### config.mk
export PLATFORM = sky130hd
export DESIGN_NAME = stepgen_seq
export DESIGN_NICKNAME = d
export VERILOG_FILES = /design/src/rtl/stepgen_seq.sv
export SDC_FILE = /design/constraint.sdc
export NUM_CORES = 1
export LEC_CHECK = 0
export ABC_CLOCK_PERIOD_IN_PS = 7700
export CORE_MARGIN = 1.5
export CORE_UTILIZATION = 40
export CTS_CLUSTER_SIZE = 12
export DETAILED_ROUTE_END_ITERATION = 10
export GPL_TIMING_DRIVEN = 0
export HOLD_SLACK_MARGIN = 0.15
export PLACE_DENSITY = 0.62
export SKIP_CTS_REPAIR_TIMING = 1
export SLEW_MARGIN = 20
export SYNTH_ARGS = -nofsm -noshare
export SYNTH_HDL_FRONTEND = slang
export SYNTH_SLANG_ARGS = --single-unit
### constraint.sdc
create_clock -name clk -period 7.7 [get_ports clk]
set_input_delay 1.54 -clock clk [delete_from_list [all_inputs] [get_ports clk]]
set_output_delay 1.54 -clock clk [all_outputs]
set_load 0.05 [all_outputs]
### src/rtl/stepgen_seq.sv
`timescale 1ns/1ps
// stepgen_seq: queued motion-segment sequencer feeding one stepgen joint.
// A segment ends on a tick count (timed) or on feedback crossing a target (positional).
module stepgen_seq #(
    parameter int DEPTH  = 4,
    parameter int TICK_W = 24
) (
    input  logic                     clk,
    input  logic                     rst_n,
    input  logic                     enable,
    input  logic                     abort,
    input  logic                     clrFlags,
    input  logic                     segValid,
    output logic                     segReady,
    input  logic                     segMode,
    input  logic signed [31:0]       segCmd,
    input  logic signed [31:0]       segTarget,
    input  logic        [TICK_W-1:0] segTicks,
    input  logic signed [31:0]       jointFeedback,
    output logic signed [31:0]       jointFreqCmd,
    output logic                     jointEnable,
    output logic                     busy,
    output logic                     segDone,
    output logic                     underrun,
    output logic                     timeout,
    output logic [$clog2(DEPTH):0]   fifoLevel
);
    localparam int AW = $clog2(DEPTH);

    typedef enum logic [1:0] {S_IDLE, S_RUN, S_HALT} state_t;

    typedef struct packed {
        logic                     mode;
        logic signed [31:0]       cmd;
        logic signed [31:0]       target;
        logic        [TICK_W-1:0] ticks;
    } seg_t;

    seg_t               r_mem [DEPTH];
    logic [AW:0]        r_wr_ptr;
    logic [AW:0]        r_rd_ptr;
    state_t             r_state;
    state_t             w_state_nxt;
    seg_t               r_cur;
    logic [TICK_W-1:0]  r_cnt;
    logic [TICK_W-1:0]  w_cnt_nxt;
    logic [TICK_W-1:0]  w_cnt_inc;
    logic [TICK_W-1:0]  w_ticks_eff;
    logic signed [31:0] r_cmd;
    logic signed [31:0] w_cmd_nxt;
    logic               r_jen;
    logic               w_jen_nxt;
    logic               r_busy;
    logic               w_busy_nxt;
    logic               r_done;
    logic               w_done_nxt;
    logic               r_underrun;
    logic               r_timeout;
    logic               w_set_underrun;
    logic               w_set_timeout;
    logic               w_clr_flags;
    logic               w_push;
    logic               w_pop;
    logic               w_flush;
    logic               w_empty;
    logic               w_full;
    logic [AW:0]        w_level;
    seg_t               w_head;
    seg_t               w_seg_in;
    logic               w_pos_done;
    logic               w_seg_done;
    logic               w_seg_timeout;

    assign w_level  = r_wr_ptr - r_rd_ptr;
    assign w_empty  = (w_level == '0);
    assign w_full   = (w_level == (AW+1)'(DEPTH));
    assign w_head   = r_mem[r_rd_ptr[AW-1:0]];
    assign w_seg_in = '{segMode, segCmd, segTarget, segTicks};

    assign segReady  = !w_full && (r_state != S_HALT) && !abort;
    assign w_push    = segValid && segReady;
    assign fifoLevel = w_level;

    // Completion tests look at the count this cycle will reach, so a segment of
    // N ticks occupies the outputs for exactly N enabled cycles.
    assign w_cnt_inc   = r_cnt + TICK_W'(1);
    assign w_ticks_eff = (r_cur.ticks == '0) ? TICK_W'(1) : r_cur.ticks;

    always_comb begin
        w_pos_done = 1'b0;
        if ($signed(r_cur.cmd) == 0)
            w_pos_done = 1'b1;
        else if ($signed(r_cur.cmd) > 0)
            w_pos_done = (jointFeedback >= r_cur.target);
        else
            w_pos_done = (jointFeedback <= r_cur.target);
    end

    assign w_seg_done    = r_cur.mode ? w_pos_done : (w_cnt_inc >= w_ticks_eff);
    assign w_seg_timeout = r_cur.mode && (r_cur.ticks != '0) && (w_cnt_inc >= r_cur.ticks);

    always_comb begin
        // NOTE: every signal driven here gets a default first, so no path can infer a latch.
        w_state_nxt    = r_state;
        w_cnt_nxt      = r_cnt;
        w_cmd_nxt      = r_cmd;
        w_jen_nxt      = r_jen;
        w_busy_nxt     = r_busy;
        w_done_nxt     = 1'b0;
        w_pop          = 1'b0;
        w_flush        = 1'b0;
        w_set_underrun = 1'b0;
        w_set_timeout  = 1'b0;
        w_clr_flags    = clrFlags;

        if (abort) begin
            w_flush     = 1'b1;
            w_clr_flags = 1'b0;
            w_cmd_nxt   = '0;
            w_jen_nxt   = 1'b0;
            w_busy_nxt  = 1'b0;
            w_state_nxt = (r_state == S_HALT) ? S_HALT : S_IDLE;
        end else begin
            unique case (r_state)
                S_IDLE: begin
                    w_cmd_nxt  = '0;
                    w_jen_nxt  = 1'b0;
                    w_busy_nxt = 1'b0;
                    if (enable && !w_empty) begin
                        w_pop       = 1'b1;
                        w_cnt_nxt   = '0;
                        w_cmd_nxt   = w_head.cmd;
                        w_jen_nxt   = 1'b1;
                        w_busy_nxt  = 1'b1;
                        w_state_nxt = S_RUN;
                    end
                end
                S_RUN: begin
                    w_jen_nxt = enable;
                    if (enable) begin
                        w_cnt_nxt = w_cnt_inc;
                        if (w_seg_done) begin
                            w_done_nxt = 1'b1;
                            if (!w_empty) begin
                                w_pop     = 1'b1;
                                w_cnt_nxt = '0;
                                w_cmd_nxt = w_head.cmd;
                            end else begin
                                w_set_underrun = ($signed(r_cur.cmd) != 0);
                                w_cmd_nxt      = '0;
                                w_jen_nxt      = 1'b0;
                                w_busy_nxt     = 1'b0;
                                w_state_nxt    = S_IDLE;
                            end
                        end else if (w_seg_timeout) begin
                            w_set_timeout = 1'b1;
                            w_flush       = 1'b1;
                            w_cmd_nxt     = '0;
                            w_jen_nxt     = 1'b0;
                            w_busy_nxt    = 1'b0;
                            w_state_nxt   = S_HALT;
                        end
                    end
                end
                S_HALT: begin
                    w_cmd_nxt  = '0;
                    w_jen_nxt  = 1'b0;
                    w_busy_nxt = 1'b0;
                    if (clrFlags)
                        w_state_nxt = S_IDLE;
                end
                default: w_state_nxt = S_IDLE;
            endcase
        end
    end

    always_ff @(posedge clk or negedge rst_n) begin
        if (!rst_n) begin
            r_state    <= S_IDLE;
            r_wr_ptr   <= '0;
            r_rd_ptr   <= '0;
            r_cur      <= '0;
            r_cnt      <= '0;
            r_cmd      <= '0;
            r_jen      <= 1'b0;
            r_busy     <= 1'b0;
            r_done     <= 1'b0;
            r_underrun <= 1'b0;
            r_timeout  <= 1'b0;
        end else begin
            // NOTE: non-blocking assignments, so every register here sees pre-edge values.
            r_state    <= w_state_nxt;
            r_cnt      <= w_cnt_nxt;
            r_cmd      <= w_cmd_nxt;
            r_jen      <= w_jen_nxt;
            r_busy     <= w_busy_nxt;
            r_done     <= w_done_nxt;
            r_underrun <= w_set_underrun | (r_underrun & ~w_clr_flags);
            r_timeout  <= w_set_timeout  | (r_timeout  & ~w_clr_flags);
            if (w_pop)
                r_cur <= w_head;
            // A flush also discards any entry being written in the same cycle.
            if (w_flush) begin
                r_rd_ptr <= r_wr_ptr;
            end else begin
                if (w_push)
                    r_wr_ptr <= r_wr_ptr + (AW+1)'(1);
                if (w_pop)
                    r_rd_ptr <= r_rd_ptr + (AW+1)'(1);
            end
        end
    end

    // NOTE: the segment store is not reset; the pointers alone define which entries are valid.
    always_ff @(posedge clk) begin
        if (w_push && !w_flush)
            r_mem[r_wr_ptr[AW-1:0]] <= w_seg_in;
    end

    assign jointFreqCmd = r_cmd;
    assign jointEnable  = r_jen;
    assign busy         = r_busy;
    assign segDone      = r_done;
    assign underrun     = r_underrun;
    assign timeout      = r_timeout;
endmodule

==> flow_summary.ini, run 1 <==
[status]
status = complete, no violations

[finish]
multiInputGateArea_um2 = 6569
fin_nets = 1829
drive_gt1_share_pct = 16.96
final_util_pct = 48.92
seqCellArea_um2 = 14640
fillers = 4594
final_cells = 2356
area_delta_synth_final_pct = 20.74

[synthesis]
syn-num-nets = 1596
mappedNetlistArea_um2 = 21800
synth-seq-cells = 514
synthArstFlopShare_pct = 30.74
yosysWarnings = 0
synthFlopType = edfxtp_1
synth_top_area_cell = edfxtp_1
synth_cell_type_count = 58
synth.avg_cell_area_um2 = 15.82
ys_seq_area_share_pct = 67.16
synth_most_common_cell = edfxtp_1
synth_top_area_share_pct = 49.03
synth_commonest_cells = edfxtp_1 (356), dfrtp_1 (158), nand2_1 (132)
synth_area_leaders = edfxtp_1 (49%), dfrtp_1 (18%), mux4_2 (9.2%)
synth_enable_flop_cells = 356
postSynthCellCount = 1378

[placement]
dpl.hpwl_mm = 33.23
place.gp.congestion = 0.8427
numPortBuffers = 167
pre_cts_slack_ns = 1.086
post-place-cells = 2250

[global_routing]
grt_pass1_vias = 13076
track_usage_pct = 17.78
overflow = 0
grt_pass1_wl_mm = 75.53
grt_max_degree = 93
antenna_found_initial = 5

[timing]
final.setup.worst_slack_ns = 1.072
hold_viol_final = 0
period_share_pct = 86.08
worst_slew_pin_slew_ns = 0.9673
finalSetupViolations = 0
rsz0062_at_grt = false
finClkSkew_ns = 0.01507
slew_headroom_pct = 35.51
fin_crit_ns = 6.628
fmax_mhz = 150.9
holdWs_ns = 0.4714
finalMaxSlewViolations = 0

[clock_tree]
clkSinkCount = 514
cts_made_buffers = 55
cts.reportedPaths.clkPinSlew_ns = 0.06
htree_levels = 2
clock_latency_ns = 0.59
clockBufferDepth = 3
root_buffer = clkbuf_16
cts_tree = done

[worst_setup_path]
start_kind = flip-flop
cp_top_family = simple AND/OR/NAND/NOR gates
worst-path-buf-inv = 3
slowest_delay_ns = 0.68
worstPathCellList = nand3_1 > nor4_1 > and3_1 > clkbuf_1 > nand3_1 > nor2_1 > nand3_1 > nand2_1 > nand2_1 > ha_1 > nand4_1 > or2_2 > or4_1 > a21oi_1 > o32a_1 > a211o_1 > o2111a_1 > and2_4 > buf_12 > buf_16
cp.arrival_ns = 6.89
crit_top_cell = nand3_1
slowest_stage = nor4_1
critical_path_class = reg2reg
path_max_fanout = 37
cp-end-kind = flip-flop
critPathRequiredTime_ns = 7.96

[routing]
vias_per_cell = 5.231
remaining_drc_errors = 0
dr_total_vias = 12325
wire_per_inst_um = 20.63
wl_mm = 48.60
drtIter0Drc = 829
ant_nets = 0
dr.pass1.iters = 6

[pwr]
peakVddDrop_mv = 0.1684
p_leak_nw = 9.798
report.power.total_mw = 9.254
p_per_area_nw_per_um2 = 351.5

[floorplan]
die_area_um2 = 55920
die_w_um = 236.5
core_um2 = 53810
die_h_um = 236.5
start_util_pct = 40.52
pin_count = 168
placementRows = 85

[job]
max_cap_viol_count = 0

[min_path]
hp-class = reg2reg
## where the power goes
group,internal [mW],switching [mW],total [mW]
clock network,1.48,1.02,2.50
logic,1.32,1.72,3.04
registers,3.43,0.282,3.71
## sequential cells by signal, summed over array words and instances, names as in the netlist
register and cells:
jointFreqCmd 32, r_wr_ptr 3, jointEnable 1, r_cnt 24
segDone 1, r_rd_ptr 3, busy 1, r_state 2
underrun 1, timeout 1, r_cur 89, r_mem 356
## metrics by stage
step / cell area [µm²] / setup TNS [ns]
floorplan: 21800 / 0
global placement: 24350 / -1000.38
detailed placement: 24590 / 0
CTS: 26310 / 0
global route: 26330 / 0
finish: 26330 / 0
## cell families after synthesis
| group | count (synthesis) | synth area share [%] |
|---|---|---|
| AOI/OAI and AO/OA | 164 | 4.637 |
| xor gates and xnor gates | 27 | 1.085 |
| adders and majority gates | 91 | 5.257 |
| buffers and inverters | 157 | 2.777 |
| DFF | 514 | 67.16 |
| muxes | 180 | 13.89 |
| and+or+nand+nor | 245 | 5.193 |
## worst min-delay path, delay by kind of cell, from the launching register on
family             cells  cell delay, ns
and+or+nand+nor        1            0.05
AOI/OAI and AO/OA      1            0.05
DFF                    1            0.34
## cell usage in the layout (no fill, tap or decap), drive strengths merged, types with 12 or more instances in the layout
| master | count |
|---|---|
| edfxtp | 356 |
| clkdlybuf4s50 | 166 |
| dfrtp | 158 |
| nand2 | 132 |
| clkbuf | 122 |
| inv | 109 |
| ha | 90 |
| mux2 | 90 |
| mux4 | 89 |
| o21ai | 68 |
| a21oi | 36 |
| buf | 26 |
| nand4 | 24 |
| nor2 | 23 |
| xnor2 | 20 |
| nor4 | 18 |
| nand3 | 13 |
| a21o | 12 |
## worst paths after layout
check,endpoint,startpoint,cells after the start,slack (ns)
max,r_mem[2][12],r_cnt[2],20,1.07
min,underrun,underrun,2,0.47
max reg2reg,r_mem[2][12],r_cnt[2],20,1.07
min reg2reg,underrun,underrun,2,0.47
max in group asynchronous,jointFreqCmd[20],rst_n,2,5.86
min in group asynchronous,r_cur[22],rst_n,1,0.89
## per-layer routing
layer  global-route usage (%)  vias to the layer above  share of wire (%)
li1                         -                     5694                  -
met1                    23.03                     6289                 43
met2                    30.23                      252                 50
met3                    3.544                       86                4.8
met4                    5.458                        4                2.6
met5                        0                        -              0.060
## cell type report
type	instances	area share (%)
clock inverters	14	0.4610
repair buffers	176	7.253
diodes	3	0.02852
well taps	696	3.308
inverters	108	1.540
multi-input cells	707	24.95
plain buffers	49	0.7652
flip-flops and latches	514	55.63
clock buffers	89	6.065
(Power assumes the default switching activity.)
==> inputs of run 2 (changes only) <==
Settings changed: ABC_AREA from default to 1, SLEW_MARGIN 20 to default.
==> run 2 against run 1 <==
  * Global-route usage rose by 2.6 points
  * Wire length up 21%
  * Maximum frequency grew 8.6%
  * Critical path depth rose by 10
  * Non-clock buffer count rose by 59
  * Count of clock-buffer cells in the layout down 4
  * Clock skew rose by 0.0032 ns
  * Critical path type unchanged
  * Critical endpoint is now r_mem[3][43]
  * Largest cell class unchanged
  * Largest power group unchanged
==> flow_summary.ini, run 2 <==
[status]
status = complete, no violations

[routing]
vias_per_cell = 5.151
dr_total_vias = 16019
wire_per_inst_um = 18.88
ant_nets = 0
remaining_drc_errors = 0
wl_mm = 58.71
dr.pass1.iters = 5
drtIter0Drc = 1192

[global_routing]
overflow = 0
grt_pass1_wl_mm = 89.85
grt_pass1_vias = 15949
grt_max_degree = 86
antenna_found_initial = 8
track_usage_pct = 20.35

[timing]
finalMaxSlewViolations = 0
period_share_pct = 79.27
finalSetupViolations = 0
rsz0062_at_grt = false
fmax_mhz = 163.8
worst_slew_pin_slew_ns = 0.9543
fin_crit_ns = 6.104
finClkSkew_ns = 0.01826
hold_viol_final = 0
slew_headroom_pct = 36.38
finalSetupTns_ns = 0

[pwr]
report.power.total_mw = 9.698
p_switching_mw = 3.703
power_frac_seq_pct = 37.3
p_clk_share_pct = 25.5
pwr-share-comb_pct = 37.2
p_per_area_nw_per_um2 = 356.5
p_leak_nw = 10.62
switching_share_pct = 38.19
p_int_mw = 5.995
peakVddDrop_mv = 0.2678

[floorplan]
placementRows = 86
die_w_um = 240.5
die_h_um = 240.5
pin_count = 168
die_area_um2 = 57840
core_um2 = 55420
start_util_pct = 40.72

[synthesis]
synthArstFlopShare_pct = 30.74
synth_commonest_cells = edfxtp_1 (356), nand2_1 (345), nor2_1 (226)
yosysWarnings = 0
synth_area_leaders = edfxtp_1 (47%), dfrtp_1 (18%), nand2_1 (5.7%)
syn-num-nets = 2298
synth_enable_flop_cells = 356
synth_top_area_cell = edfxtp_1
synth_top_area_share_pct = 47.38
synth_cell_type_count = 45
synth_most_common_cell = edfxtp_1
ys_seq_area_share_pct = 64.90
synth-seq-cells = 514
synthFlopType = edfxtp_1
postSynthCellCount = 2080
mappedNetlistArea_um2 = 22560
synth.avg_cell_area_um2 = 10.85

[clock_tree]
cts_made_buffers = 53
clkSinkCount = 514
htree_levels = 2
clock_latency_ns = 0.60
cts_tree = done
root_buffer = clkbuf_16
cts.reportedPaths.clkPinSlew_ns = 0.06
clockBufferDepth = 3

[min_path]
hp-class = reg2reg

[worst_setup_path]
critPathRequiredTime_ns = 7.99
path_max_fanout = 24
slowest_stage = nor2_4
slowest_delay_ns = 0.54
crit_top_cell = nand2_1
critical_path_class = reg2reg
cp-end-kind = flip-flop
cp.arrival_ns = 6.39
start_kind = flip-flop

[placement]
dpl.hpwl_mm = 40.75
place.gp.congestion = 0.8403
numPortBuffers = 166

[finish]
final_common_cell = edfxtp_1
largest_reg_flops = 356
area_delta_synth_final_pct = 20.58
seqCellArea_um2 = 14640
fin_nets = 2535
final_cell_mix = edfxtp_1 (356), nand2_1 (345), nor2_1 (222)
fillers = 4944
multiInputGateArea_um2 = 6746
drive_gt1_share_pct = 5.553

[job]
max_cap_viol_count = 0
[run 2: cell type report]
type                            instances  share of cell area, %
Inverter                              192                  2.658
Multi-Input combinational cell       1272                  24.80
Sequential cell                       514                  53.82
Antenna cell                            3                0.02759
Clock buffer                           85                  5.463
Clock inverter                         12                 0.5886
Timing Repair Buffer                  182                  7.441
Tap cell                              748                  3.440
Buffer                                102                  1.761
[run 2: path summary, 6_finish.rpt]
check / startpoint / cells after the start / end / slack, ns
worst max-delay path: r_cnt[0] / 30 / r_mem[3][43] / 1.60
worst min-delay path: r_cur[61] / 2 / r_cur[61] / 0.48
worst max register to register: r_cnt[0] / 30 / r_mem[3][43] / 1.60
worst min register to register: r_cur[61] / 2 / r_cur[61] / 0.48
max in group asynchronous: rst_n / 2 / r_cur[29] / 5.95
min in group asynchronous: rst_n / 1 / jointFreqCmd[22] / 0.91
[run 2: kinds of logic (layout without fill, tap and decap cells)]
logic type               after synthesis  count (layout)  share of synthesized area [%]
other                                  0               3                              0
buffers and inverters                294             573                          5.329
flip-flops                           514             514                          64.90
multiplexers                           1               1                        0.04436
AND/OR/NAND/NOR                      669             669                          12.26
AO/OA/AOI/OAI                        491             491                          11.61
adder cells (fa/ha/maj)               91              91                          5.080
XOR/XNOR                              20              20                         0.7764
[run 2: power by group through the flow]
stage	logic [mW]	clock network [mW]	registers, mW
after floorplan	2.12	0	3.88
after global placement	3.48	0	3.70
after detailed placement	3.60	0	3.67
after CTS	3.62	2.51	3.62
after global routing	4.01	2.62	3.66
final	3.61	2.47	3.62
[run 2: stage by stage]
step | instance area [µm²] | cells | util (%) | hold WS [ns] | setup slack [ns]
floorplan | 22560 | 2080 | - | 0.4492 | -0.09811
global placement | 25160 | 2994 | 45.40 | 0.4633 | -4.208
detailed placement | 25550 | 3010 | 46.11 | 0.4706 | 1.585
CTS | 27200 | 3107 | 49.08 | 0.4871 | 1.520
global route | 27200 | 3109 | 49.09 | 0.5087 | 1.013
finish | 27210 | 3110 | 49.10 | 0.4844 | 1.596
[run 2: metal layers]
metal / GRT usage, % / share of wire (%) / wire (µm)
met1: 27.06 / 44 / 25840
met2: 34.09 / 49 / 28480
met3: 3.639 / 5.1 / 3010
met4: 5.870 / 2.2 / 1318
met5: 0 / 0.097 / 57
[run 2: critical path, delay by kind of cell, from the launching register on]
kind / cells / cell delay (ns)
simple gates: 20 / 3.40
buf+inv: 7 / 1.26
fa+ha+maj: 2 / 0.48
flops: 1 / 0.45
xor+xnor: 1 / 0.19
==> inputs of run 3 (changes only) <==
Settings changed: ABC_CLOCK_PERIOD_IN_PS 7700 to 5100, PLACE_DENSITY 0.62 to 0.64.
Clock period 7.7 ns to 5.1 ns, I/O delays scaled along.
==> run 3 against run 2 <==
  * Global-route usage shrank 0.28 points
  * Clock skew shrank 0.0010 ns
  * Core utilization grew 0.74 points
  * Critical endpoint is now r_mem[2][32]
  * Total power grew 50%
  * Non-clock buffer count grew 29
  * Register-to-register slack lost 1.2 ns
  * Worst hold slack lost 0.092 ns
  * Critical path type unchanged
  * First-iteration DRC count grew 12%
==> flow_summary.ini, run 3 (synthesized netlist as in run 2, its figures left out) <==
[finish]
final_cell_mix = edfxtp_1 (356), nand2_1 (341), o21ai_0 (220)
fin_nets = 2563
final_common_cell = edfxtp_1
finish.instance_area_um2 = 27620
drive_gt1_share_pct = 7.409
area_delta_synth_final_pct = 22.39
final_cells = 3142
largest_reg_flops = 356

[timing]
slew_headroom_pct = 35.82
finalSetupViolations = 0
finalMaxSlewViolations = 0
worst_slew_pin_slew_ns = 0.9627
period_share_pct = 93.14
fmax_mhz = 210.5
hold_viol_final = 0
holdWs_ns = 0.3922
final.setup.worst_slack_ns = 0.3500
finClkSkew_ns = 0.01725
fin_crit_ns = 4.750

[clock_tree]
clockBufferDepth = 3
htree_levels = 2
clkSinkCount = 514
clock_latency_ns = 0.60
root_buffer = clkbuf_16
cts_made_buffers = 52
cts.reportedPaths.clkPinSlew_ns = 0.06
cts_tree = done

[worst_setup_path]
cp.arrival_ns = 5.03
path_max_fanout = 28
start_kind = flip-flop
critPathRequiredTime_ns = 5.38
ff2ff_path_depth = 28
critical_path_class = reg2reg
slowest_stage = dfrtp_1
cp-end-kind = flip-flop
slowest_delay_ns = 0.40

[status]
status = complete, no violations

[global_routing]
top_usage_layer = met2
gr-usage-met3_pct = 3.651
overflow = 0
grt_pass1_vias = 16041
grtUsageMet2_pct = 34.01
grt_util_met1_pct = 25.59
track_usage_pct = 20.07
grt_pass1_wl_mm = 88.77
grt_max_degree = 86
antenna_found_initial = 10

[pwr]
switching_share_pct = 38.54
pwr-share-comb_pct = 38.0
report.power.total_mw = 14.58
p_switching_mw = 5.620
power_frac_seq_pct = 37.5
p_int_mw = 8.964
peakVddDrop_mv = 0.3966
p_per_area_nw_per_um2 = 528.1
p_leak_nw = 10.83
p_clk_share_pct = 24.5

[routing]
drtIter0Drc = 1336
remaining_drc_errors = 0
wire_per_inst_um = 18.96
dr_total_vias = 16333
wl_mm = 59.57
dr.pass1.iters = 5
ant_nets = 0
vias_per_cell = 5.198

[floorplan]
die_h_um = 240.5
die_w_um = 240.5
core_um2 = 55420
start_util_pct = 40.72
pin_count = 168
placementRows = 86
die_area_um2 = 57840

[job]
max_cap_viol_count = 0

[placement]
placed_cell_area_um2 = 25600
pre_cts_slack_ns = -0.3924
post-place-cells = 3010
dpl.hpwl_mm = 40.66
numPortBuffers = 166
place.gp.congestion = 0.8681

[min_path]
hp-class = in2async
[run 3: stage by stage]
step	setup TNS [ns]	util, %
after floorplan	-13.18	-
after global placement	-1221.70	45.56
after detailed placement	-54.57	46.20
after CTS	-60.88	49.05
after global routing	-0.2752	49.83
final	0	49.83
[run 3: critical path: cells and delay by family, from the launching register on]
family	cells	cell delay [ns]
AND/OR/NAND/NOR	17	2.27
buffers and inverters	7	0.80
adder cells (fa/ha/maj)	2	0.48
flip-flops	1	0.40
AO/OA/AOI/OAI	1	0.23
XOR/XNOR	1	0.22
[run 3: power by group through the flow]
stage | combinational, mW | sequential, mW | clock, mW
2_1_floorplan | 3.22 | 5.83 | 0
3_3_place_gp | 5.24 | 5.54 | 0
3_5_place_dp | 5.44 | 5.54 | 0
4_1_cts | 5.47 | 5.46 | 3.63
5_1_grt | 6.12 | 5.52 | 3.79
6_report | 5.55 | 5.46 | 3.57
[run 3: area by class of cell]
type,count,area [µm²]
Fill cell,4803,27800
Sequential cell,514,14650
Multi-Input combinational cell,1272,6857
Timing Repair Buffer,211,2375
Clock buffer,86,1490
Tap cell,748,935.9
Inverter,192,729.5
Buffer,102,479.2
Clock inverter,12,91.34
Antenna cell,5,12.51
[run 3: worst paths after layout]
check                            startpoint               end  slack (ns)
min in group clk           jointFreqCmd[24]  jointFreqCmd[24]        0.48
max in group asynchronous             rst_n         r_cur[26]        3.83
min                                   rst_n  jointFreqCmd[31]        0.39
max                                r_cnt[1]      r_mem[2][32]        0.35
max reg2reg                        r_cnt[1]      r_mem[2][32]        0.35
min reg2reg                jointFreqCmd[24]  jointFreqCmd[24]        0.48
[run 3: metal layers]
layer / vias up / part of all wire, %
met5: - / 0.11
met4: 10 / 2.6
met3: 101 / 5.9
met2: 479 / 49
met1: 7982 / 42
li1: 7761 / -
